**src/rtl/mpram_write_sched_if.sv**
```systemverilog
// mpram_write_sched_if: requester handshake and RAM write-port bundle for mpram_write_sched
interface mpram_write_sched_if #(
  parameter int BLOCKSIZE = 10,
  parameter int NREQ = 4
);
  logic [NREQ-1:0] req_valid;
  logic [NREQ-1:0] req_ready;
  logic [NREQ*(BLOCKSIZE+1)-1:0] req_addr;
  logic [NREQ*32-1:0] req_data;
  logic clear_req;
  logic init_done;
  logic [BLOCKSIZE:0] w1_addr;
  logic [31:0] w1_din;
  logic en_w1;
  modport master (
    output req_valid, req_addr, req_data, clear_req,
    input req_ready, init_done, w1_addr, w1_din, en_w1
  );
  modport slave (
    input req_valid, req_addr, req_data, clear_req,
    output req_ready, init_done, w1_addr, w1_din, en_w1
  );
endinterface

```
**src/rtl/mpram_write_sched.sv**
```systemverilog
// mpram_write_sched: round-robin write-port scheduler with zero sweep; sweep enabled by MPRAM_INIT_CLEAR_EN
module mpram_write_sched #(
  parameter int BLOCKSIZE = 10,
  parameter int NREQ = 4
) (
  input logic clk,
  input logic rst,
  mpram_write_sched_if.slave bus
);
  localparam int AW = BLOCKSIZE + 1;
  localparam int PW = $clog2(NREQ);
`ifdef MPRAM_INIT_CLEAR_EN
  typedef enum logic {INIT, ARB} state_t;
`else
  typedef enum logic {PEND, ARB} state_t;
`endif
  state_t state;
  logic [PW-1:0] ptr, win, nxt;
  logic [PW:0] sum, idx;
  logic found, accept, clr;
  always_comb begin
    win = '0;
    found = 1'b0;
    sum = '0;
    idx = '0;
    for (int k = 0; k < NREQ; k++) begin
      sum = {1'b0, ptr} + (PW+1)'(k);
      idx = (sum >= (PW+1)'(NREQ)) ? sum - (PW+1)'(NREQ) : sum;
      if (!found && bus.req_valid[idx[PW-1:0]]) begin
        found = 1'b1;
        win = idx[PW-1:0];
      end
    end
  end
`ifdef MPRAM_INIT_CLEAR_EN
  assign clr = bus.clear_req;
`else
  logic unused_clear;
  assign unused_clear = bus.clear_req;
  assign clr = 1'b0;
`endif
  // ready is suppressed during a clear cycle so no write races the sweep restart
  assign bus.req_ready = (!rst && state == ARB && !clr && found) ? NREQ'(1) << win : '0;
  assign accept = |bus.req_ready;
  assign bus.init_done = state == ARB;
  assign nxt = (win == PW'(NREQ - 1)) ? '0 : win + 1'b1;
`ifdef MPRAM_INIT_CLEAR_EN
  logic [AW-1:0] cnt;
  always_ff @(posedge clk) begin
    if (rst) begin
      state <= INIT;
      cnt <= '0;
      ptr <= '0;
      bus.en_w1 <= 1'b0;
      bus.w1_addr <= '0;
      bus.w1_din <= '0;
    end else if (state == INIT) begin
      bus.en_w1 <= 1'b1;
      bus.w1_addr <= cnt;
      bus.w1_din <= '0;
      cnt <= cnt + 1'b1;
      if (&cnt) state <= ARB;
    end else if (clr) begin
      state <= INIT;
      cnt <= '0;
      bus.en_w1 <= 1'b0;
    end else begin
      bus.en_w1 <= accept;
      if (accept) begin
        bus.w1_addr <= bus.req_addr[int'(win)*AW +: AW];
        bus.w1_din <= bus.req_data[int'(win)*32 +: 32];
        ptr <= nxt;
      end
    end
  end
`else
  always_ff @(posedge clk) begin
    if (rst) begin
      state <= PEND;
      ptr <= '0;
      bus.en_w1 <= 1'b0;
      bus.w1_addr <= '0;
      bus.w1_din <= '0;
    end else begin
      state <= ARB;
      bus.en_w1 <= accept;
      if (accept) begin
        bus.w1_addr <= bus.req_addr[int'(win)*AW +: AW];
        bus.w1_din <= bus.req_data[int'(win)*32 +: 32];
        ptr <= nxt;
      end
    end
  end
`endif
endmodule

```
**src/flat_wrapper.sv**
```systemverilog
// flat-port wrapper written by rule: the top's interface ports become plain ports
module mpram_write_sched_flat 
#(
  parameter int BLOCKSIZE = 10,
  parameter int NREQ = 4
)
  (clk, rst, bus_req_valid, bus_req_addr, bus_req_data, bus_clear_req, bus_req_ready, bus_init_done, bus_w1_addr, bus_w1_din, bus_en_w1);
  mpram_write_sched_if #(.BLOCKSIZE(BLOCKSIZE), .NREQ(NREQ)) bus_i ();
  input logic clk;
  input logic rst;
  input wire logic [$bits(bus_i.req_valid)-1:0] bus_req_valid;
  input wire logic [$bits(bus_i.req_addr)-1:0] bus_req_addr;
  input wire logic [$bits(bus_i.req_data)-1:0] bus_req_data;
  input wire logic [$bits(bus_i.clear_req)-1:0] bus_clear_req;
  output wire logic [$bits(bus_i.req_ready)-1:0] bus_req_ready;
  output wire logic [$bits(bus_i.init_done)-1:0] bus_init_done;
  output wire logic [$bits(bus_i.w1_addr)-1:0] bus_w1_addr;
  output wire logic [$bits(bus_i.w1_din)-1:0] bus_w1_din;
  output wire logic [$bits(bus_i.en_w1)-1:0] bus_en_w1;
  assign bus_i.req_valid = bus_req_valid;
  assign bus_i.req_addr = bus_req_addr;
  assign bus_i.req_data = bus_req_data;
  assign bus_i.clear_req = bus_clear_req;
  assign bus_req_ready = bus_i.req_ready;
  assign bus_init_done = bus_i.init_done;
  assign bus_w1_addr = bus_i.w1_addr;
  assign bus_w1_din = bus_i.w1_din;
  assign bus_en_w1 = bus_i.en_w1;
  mpram_write_sched #(.BLOCKSIZE(BLOCKSIZE), .NREQ(NREQ)) u_core (.clk(clk), .rst(rst), .bus(bus_i));
endmodule
```
**config.mk**
```make
export PLATFORM = sky130hd
export DESIGN_NAME = mpram_write_sched_flat
export DESIGN_NICKNAME = d
export VERILOG_FILES = /design/src/rtl/mpram_write_sched_if.sv /design/src/rtl/mpram_write_sched.sv /design/src/flat_wrapper.sv
export SDC_FILE = /design/constraint.sdc
export NUM_CORES = 1
export LEC_CHECK = 0
export CORE_AREA = 2 2 96 98
export DETAILED_ROUTE_END_ITERATION = 16
export DIE_AREA = 0 0 98 100
export PLACE_DENSITY = 0.86
export SYNTH_ARGS = -nofsm -noshare
export SYNTH_HDL_FRONTEND = slang
export SYNTH_SLANG_ARGS = --single-unit
```
**constraint.sdc**
```tcl
create_clock -name clk -period 4.4 [get_ports clk]
set_input_delay 0.88 -clock clk [delete_from_list [all_inputs] [get_ports clk]]
set_output_delay 0.88 -clock clk [all_outputs]
set_load 0.03 [all_outputs]
```
==> impl_metrics.env <==
export IMPL_netlist_area_um2=3320
export IMPL_synth_cell_type_count=27
export IMPL_drive_above_1_share_pct=9.95
export IMPL_clk_pin_slew_worst_paths_ns=0.09
export IMPL_grt_pass1_vias=3854
export IMPL_core_area_um2=8890
export IMPL_avgRoutedWirePerCell_um=14.2
export IMPL_finalSetupViolCount=0
export IMPL_dp_hpwl_mm=8.38
export IMPL_synth_seq_area_share_pct=28.4
export IMPL_via_per_inst=5.10
export IMPL_cts_setup_buffers=0
export IMPL_port_buffers=226
export IMPL_status="completed"
export IMPL_start_util_pct=37.3
export IMPL_clkLatencyLatePin_ns=0.29
export IMPL_layout_common_cells="clkdlybuf4s50_1 (223), nand2_1 (173), nand3_1 (86)"
export IMPL_tightestPinTransition_ns=0.846
export IMPL_rsz0062_at_grt="no"
export IMPL_period_needed_ns=3.80
export IMPL_cts_root_buf="clkbuf_8"
export IMPL_drt_iter0_drc=136
export IMPL_async_flop_share_pct=0
export IMPL_synth_edff_count=0
export IMPL_drv_cap=0
export IMPL_setup_worst_path_class="primary input to output port"
export IMPL_synth_seq_cells=47
export IMPL_syn_instance_count=461
export IMPL_cts_resized=0
export IMPL_drc_errors=0
export IMPL_clkSinkCount=47
export IMPL_rows=35
export IMPL_via_count=3949
export IMPL_cp_start_kind="primary input"
export IMPL_synth_area_per_cell_um2=7.20
export IMPL_critPathArrivalTime_ns=2.92
export IMPL_cts_hold_buf=0
export IMPL_place_congestion=0.882
export IMPL_cts_buffers=5
export IMPL_grt_pass1_wl_mm=17.4
export IMPL_p_per_area_nw_per_um2=274
export IMPL_required_ns=3.52
export IMPL_die_area_um2=9800
export IMPL_dpl_cell_count=766
export IMPL_final_cells=774
export IMPL_grt_max_degree=91
export IMPL_worst_path_max_fanout=4
export IMPL_hold_viol=0
export IMPL_fmax_mhz=263
export IMPL_synthToLayoutAreaGrowth_pct=71.2
export IMPL_ys_warn_count=0
export IMPL_first_pass_iters=4
export IMPL_hold_class="flop to flop"
export IMPL_diodes=0
export IMPL_die_h_um=100
export IMPL_endpoint_kind="output port"
export IMPL_finalCritPeriodShare_pct=86.5
export IMPL_syn_nets=641
export IMPL_fin_tns_setup_ns=0
export IMPL_final_common_cell="clkdlybuf4s50_1"
export IMPL_nets=842
export IMPL_antenna_found_initial=0
export IMPL_cts_max_level=2
export IMPL_cts_path_max_buffers=2
export IMPL_ys_flop_type="dfxtp_1"
export IMPL_postRouteAntennaNets=0
export IMPL_pin_count=228
export IMPL_track_usage_pct=21.4
export IMPL_tritoncts="yes"
export IMPL_wl_mm=11.0
export IMPL_overflow=0
export IMPL_fin_skew_ns=0.00735
export IMPL_relSlewSlack_pct=43.6
export IMPL_dieWidth_um=98
export IMPL_irDropWorstVdd_mv=0.145
export IMPL_leakagePower_nw=2.28
export IMPL_maxSlewViolCount=0
## synth_stat cells, drive strengths merged (2+ instances only)
library cell  number  area (um2)
a211oi             2        32.5
a31o              43         377
and2               2        12.5
buf               24         149
clkbuf            17        63.8
dfxtp             47         941
inv                8        30.0
nand2            174         653
nand2b             2        12.5
nand3             86         430
nor2               4        15.0
nor3b             43         528
## where the power goes
| group | switching, mW | internal [mW] |
|---|---|---|
| clock | 0.138 | 0.144 |
| sequential | 0.0238 | 0.483 |
| combinational | 0.393 | 0.374 |
| total | 0.555 | 1.00 |
## worst max-delay path, cell delays in order
cell and delay (ns):
clkdlybuf4s50_1 0.50, nor2_1 0.09, a311oi_1 0.48, nand2_1 0.16
nor2_1 0.11, clkdlybuf4s50_1 0.70
## routing by layer
| layer | global-route usage (%) | wire length [um] | vias up | part of all wire, % |
|---|---|---|---|---|
| met3 | 5.29 | 838 | 24 | 7.6 |
| met1 | 23.1 | 4240 | 1782 | 39 |
| met5 | 0 | 0 | - | 0 |
| li1 | - | - | 1970 | - |
| met2 | 40.9 | 5680 | 173 | 52 |
| met4 | 6.73 | 259 | 0 | 2.3 |
## sequential cells by signal (all words and copies together), names as in the netlist
name / cells
u_core.ptr: 2
u_core.bus.w1_addr: 11
u_core.bus.w1_din: 32
u_core.bus.en_w1: 1
u_core.bus.init_done: 1
## final cells by class
class	count	area, um2
Tap cell	111	139
Fill cell	737	3210
Clock buffer	8	100
Sequential cell	47	941
Timing Repair Buffer	235	2330
Multi-Input combinational cell	365	2140
Inverter	8	30.0
## final timing paths
| kind | endpoint | startpoint | depth (start not counted) | slack [ns] |
|---|---|---|---|---|
| worst max-delay path | bus_req_ready[1] | bus_req_valid[3] | 6 | 0.60 |
| worst min-delay path | u_core.ptr[0]$_SDFFE_PP0P_ | u_core.ptr[0]$_SDFFE_PP0P_ | 1 | 0.57 |
| worst max register to register | u_core.bus.w1_din[26]$_SDFFE_PP0P_ | u_core.ptr[0]$_SDFFE_PP0P_ | 10 | 1.84 |
| worst min register to register | u_core.ptr[0]$_SDFFE_PP0P_ | u_core.ptr[0]$_SDFFE_PP0P_ | 1 | 0.57 |
## cell families (layout without fill, tap and decap cells)
family	after synthesis	count (layout)	synth area share (%)
DFF	47	47	28.4
buffers and inverters	49	251	7.32
and+or+nand+nor	312	312	50.0
AOI/OAI and AO/OA	52	52	14.0
adders and majority gates	1	1	0.377
## through the flow
step / setup slack [ns] / power, mW / hold WS [ns] / util [%] / area (um2)
6_report: 0.595 / 1.56 / 0.568 / 63.9 / 5680
3_3_place_gp: 0.659 / 1.27 / 0.529 / 62.8 / 5580
2_1_floorplan: 1.23 / 0.946 / 0.506 / - / 3320
5_1_grt: 0.529 / 1.65 / 0.592 / 63.9 / 5680
3_5_place_dp: 0.611 / 1.29 / 0.546 / 62.8 / 5580
4_1_cts: 0.596 / 1.57 / 0.566 / 63.9 / 5680
(Power assumes the default switching activity.)
